<file path="src/rtl/d_ctl.sv">
// d_ctl: sequencer/arbiter for the 10-bit D register load path.
// Grants one of clear, byte-load and iterative ALU capture at a time and
// drives D's source select, load strobe and clear strobe (all registered).
module d_ctl #(
    parameter int unsigned ALU_N_W = 4
) (
    input  logic               clk_sys,
    input  logic               _rst,
    input  logic               clr_req,
    input  logic               byte_req,
    input  logic               alu_req,
    input  logic [0:ALU_N_W-1] alu_n,
    output logic               clr_ack,
    output logic               byte_ack,
    output logic               alu_ack,
    output logic               lkb,
    output logic               l_d,
    output logic               clr_d,
    output logic               busy
);

    typedef enum logic [1:0] {
        IDLE,
        CLR,
        BYTE,
        ALU
    } state_t;

    state_t             state;
    logic [ALU_N_W-1:0] cnt;
    // last: set on a BYTE grant, cleared on an ALU grant
    logic               last;
    // any_grant: low until the first BYTE/ALU grant after reset, so that
    // ALU has preference on a tie before any history exists
    logic               any_grant;
    logic               pick_alu;

    // Tie-break between byte and ALU: ALU wins unless it was granted last
    always_comb begin
        pick_alu = alu_req && (!byte_req || last || !any_grant);
    end

    // Main FSM with registered strobes, acks and busy
    always_ff @(posedge clk_sys or negedge _rst) begin
        if (!_rst) begin
            state     <= IDLE;
            cnt       <= '0;
            last      <= 1'b0;
            any_grant <= 1'b0;
            lkb       <= 1'b0;
            l_d       <= 1'b0;
            clr_d     <= 1'b0;
            clr_ack   <= 1'b0;
            byte_ack  <= 1'b0;
            alu_ack   <= 1'b0;
            busy      <= 1'b0;
        end else begin
            clr_ack  <= 1'b0;
            byte_ack <= 1'b0;
            alu_ack  <= 1'b0;
            clr_d    <= 1'b0;
            l_d      <= 1'b0;
            case (state)
                IDLE: begin
                    if (clr_req) begin
                        state   <= CLR;
                        clr_d   <= 1'b1;
                        clr_ack <= 1'b1;
                        busy    <= 1'b1;
                    end else if (byte_req && !pick_alu) begin
                        state     <= BYTE;
                        lkb       <= 1'b1;
                        l_d       <= 1'b1;
                        byte_ack  <= 1'b1;
                        busy      <= 1'b1;
                        last      <= 1'b1;
                        any_grant <= 1'b1;
                    end else if (alu_req) begin
                        state     <= ALU;
                        cnt       <= alu_n;
                        lkb       <= 1'b0;
                        l_d       <= 1'b1;
                        alu_ack   <= (alu_n == '0);
                        busy      <= 1'b1;
                        last      <= 1'b0;
                        any_grant <= 1'b1;
                    end else begin
                        busy <= 1'b0;
                    end
                end
                CLR, BYTE: begin
                    state <= IDLE;
                    busy  <= 1'b0;
                end
                ALU: begin
                    if (cnt == '0) begin
                        state <= IDLE;
                        busy  <= 1'b0;
                    end else begin
                        // ack is registered, so it is raised one cycle ahead:
                        // it lands in the cycle where the counter reads 0
                        cnt     <= cnt - 1'b1;
                        l_d     <= 1'b1;
                        alu_ack <= (cnt == ALU_N_W'(1));
                    end
                end
                default: begin
                    state <= IDLE;
                    busy  <= 1'b0;
                end
            endcase
        end
    end

endmodule

</file>
<file path="config.mk">
export PLATFORM = sky130hd
export DESIGN_NAME = d_ctl
export DESIGN_NICKNAME = d
export VERILOG_FILES = /design/src/rtl/d_ctl.sv
export SDC_FILE = /design/constraint.sdc
export NUM_CORES = 1
export LEC_CHECK = 0
export ABC_CLOCK_PERIOD_IN_PS = 1670
export BUFFER_PORTS_ARGS = -buffer_cell sky130_fd_sc_hd__buf_2
export CORE_UTILIZATION = 52
export CTS_CLUSTER_SIZE = 25
export DETAILED_ROUTE_END_ITERATION = 6
export PLACE_DENSITY = 0.82
export SYNTH_ARGS = -nofsm -noshare
export SYNTH_HDL_FRONTEND = slang
export SYNTH_SLANG_ARGS = --single-unit
</file>
<file path="constraint.sdc">
create_clock -name clk_sys -period 1.67 [get_ports clk_sys]
set_input_delay 0.0835 -clock clk_sys [delete_from_list [all_inputs] [get_ports clk_sys]]
set_output_delay 0.0835 -clock clk_sys [all_outputs]
set_load 0.01 [all_outputs]
</file>
==> metrics.csv <==
metric;value;unit
port_buffers;15;
netlist_top_cells_area;dfrtp_1, ha_1, inv_1;
slowest_delay;0.38;ns
syn_inst;79;
setup.worst_path.start_class;flip-flop;
globalRouteTotalUtil;21.3;%
synth_seq_area_share;40.4;%
clk_latency;0.27;ns
min_period_over_period;90.7;%
gr-total-overflow;0;
placementRows;13;
antennaDiodeCount;0;
synth_warnings;0;
slew-limit-headroom;77.2;%
synth_enable_flop_cells;0;
drt_first_pass_iters;4;
max-vdd-ir-drop;0.888;mV
postRouteAntennaNets;0;
timing_worst_setup_path_type;flip-flop to flip-flop;
timing.final.max_slew_violations;0;
postSynth.asyncResetShare;100;%
power.density;1660;nW/um^2
power.switching;0.626;mW
synth_top_cell_area_share;40.4;%
path_delay_family;flip-flops;
slowest_stage;dfrtp_1;
io_pins;16;
internal_power;0.904;mW
initial_utilization;59.0;%
critical_path.cell_chain;inv_1, ha_2, and4b_2, a21oi_1, a41oi_2, o211ai_2;
cellLeakagePower;0.452;nW
htree_num_levels;1;
hold_depth;2;
mappedNetlistArea;806;um^2
most-common-layout-cells;buf_2, dfrtp_1, inv_1;
tritoncts.num_buffers;3;
root_buffer;clkbuf_4;
vias_in_the_first_global_route;548;
dp_hpwl;1170;um
arrival;1.67;ns
r2r.worst_path.cells;6;
grt_start_max_net_pins;14;
synth-main-ff-cell;dfrtp_1;
cp-end-kind;flip-flop;
tritoncts;yes;
dieHeight;41.4;um
wire_length_after_detailed_routing;1500;um
grt_setup_unrepaired;no;
worst-path-max-fanout;6;
routed_wire_per_std_cell;13.4;um
final_hold_viol_count;0;
area.growth.synth_to_final;14.1;%
fmaxAchievable;660;MHz
timing.hold.worst_endpoint;clr_d$_DFF_PN0_;
final_hold_slack;0.0822;ns
combinationalPowerShare;54.0;%
synth_fp_nets;93;
cp.depth;6;
outcome;finished clean;
clk_transition_reported_paths;0.08;ns
drc_errors_left;0;
global_route_wire_length_before_repair;2350;um
floorplan.die.width;41.4;um
cts-root-to-sink-buffers;2;
r2r_end;cnt[3]$_DFFE_PN0P_;
min_path_type;input pin to flip-flop;
fin_worst_skew;0.00192;ns
core;1370;um^2
max_cap_violations;0;
post_synth_num_cell_types;35;
clkPwrFrac;12.6;%
power_share_of_the_sequential_group;33.4;%
grt_antenna_before_repair;0;
totalNegativeSetupSlack;0;ns
gp_congestion;0.816;
layout_commonest_cell;buf_2;
synth-seq-cells;13;
timing.critical_path.required;1.83;ns
hp-start;clr_req;
post_synth.cell_area_avg;10.2;um^2
filler_cell_count;116;
period_minus_slack;1.51;ns
timing.critical_path.buf_inv;1;
detailroute.via_count;636;
num-nets-final;112;
reg2reg_slack;0.16;ns
worstReg2RegStart;state[0]$_DFFE_PN0P_;
synth_area_leader_cell;dfrtp_1;
drive_above_1_share;32.0;%
setup_viol_count_final;0;
sw_frac_of_total;40.9;%
fp.dieArea;1710;um^2
via_per_inst;5.68;
cts_sinks;13;
worstMarginPinSlew;0.339;ns
drtIter0Drc;8;
-- registers in the layout, summed over array words and instances, names as in the netlist --
signal and flops:
cnt 4, any_grant 1, alu_ack 1, byte_ack 1, state 2, l_d 1
busy 1, last 1, clr_d 1
-- cell families (layout without fill, tap and decap cells) --
group                    after synthesis  in the layout  synth area share, %
buffers and inverters                 10             28                 6.06
multiplexers                           3              3                 3.88
AO/OA/AOI/OAI                         18             18                 18.0
adder cells (fa/ha/maj)                5              5                 7.76
AND/OR/NAND/NOR                       30             30                 23.9
flip-flops                            13             13                 40.4
-- worst max-delay path by stage --
stage          slack [ns]            startpoint            endpoint
2_1_floorplan        0.24  state[0]$_DFFE_PN0P_  cnt[3]$_DFFE_PN0P_
3_3_place_gp         0.11  state[0]$_DFFE_PN0P_  cnt[3]$_DFFE_PN0P_
3_5_place_dp         0.13  state[0]$_DFFE_PN0P_  cnt[3]$_DFFE_PN0P_
4_1_cts              0.09  state[0]$_DFFE_PN0P_  cnt[3]$_DFFE_PN0P_
5_1_grt              0.05    cnt[0]$_DFFE_PN0P_  cnt[0]$_DFFE_PN0P_
6_report             0.16  state[0]$_DFFE_PN0P_  cnt[3]$_DFFE_PN0P_
-- stage by stage --
stage / power (mW) / worst slack [ns] / instances / util [%] / area (um^2)
after global placement: 1.30 / 0.111 / 107 / 64.5 / 881
final: 1.53 / 0.155 / 112 / 67.3 / 920
after floorplan: 1.15 / 0.243 / 79 / - / 806
after global routing: 1.65 / 0.0512 / 112 / 67.3 / 920
after CTS: 1.52 / 0.0924 / 112 / 67.1 / 917
after detailed placement: 1.32 / 0.125 / 107 / 64.5 / 881
-- power groups by stage --
stage               sequential (mW)  clock (mW)  combinational, mW
floorplan                     0.522           0              0.624
global placement              0.511           0              0.785
detailed placement            0.517           0              0.807
CTS                           0.512       0.194              0.818
global route                  0.524       0.202              0.925
finish                        0.511       0.193              0.826
-- layer usage --
metal	vias up	share of wire (%)	track usage (%)
met4	0	2.1	9.68
met5	-	0	0
met2	20	44	33.6
li1	319	-	-
met1	292	49	28.9
met3	5	5.3	3.19
-- worst register-to-register path: stages, from the launching register on --
cell      delay [ns]
dfrtp_1         0.38
inv_1           0.11
ha_2            0.25
and4b_2         0.28
a21oi_1         0.07
a41oi_2         0.21
o211ai_2        0.10
-- cells in the mapped netlist, types with 2 or more instances --
master    count
a21oi_1       3
a31oi_1       3
dfrtp_1      13
ha_1          5
inv_1         8
mux2i_1       2
nand2_1       3
nand2b_1      4
nand3_1       2
nand4_1       2
nor2_1        3
nor2b_1       2
nor3_1        3
o211ai_2      2
o21ai_0       3
o21ai_1       2
-- final cells by class --
cell class	count	area, um^2	share of cell area, %
Clock buffer	4	26.3	2.86
Sequential cell	13	325	35.4
Tap cell	15	18.8	2.04
Multi-Input combinational cell	56	434	47.2
Timing Repair Buffer	16	85.1	9.25
Inverter	8	30.0	3.27
-- timing repair --
action                                  4_1_cts  5_1_grt
resized for setup                             0        1
setup buffers                                 0        0
hold buffers                                  1        0
endpoints found under the hold margin        13        0
endpoints found under the setup margin        0        1
Power figures use the tool's default switching activity.
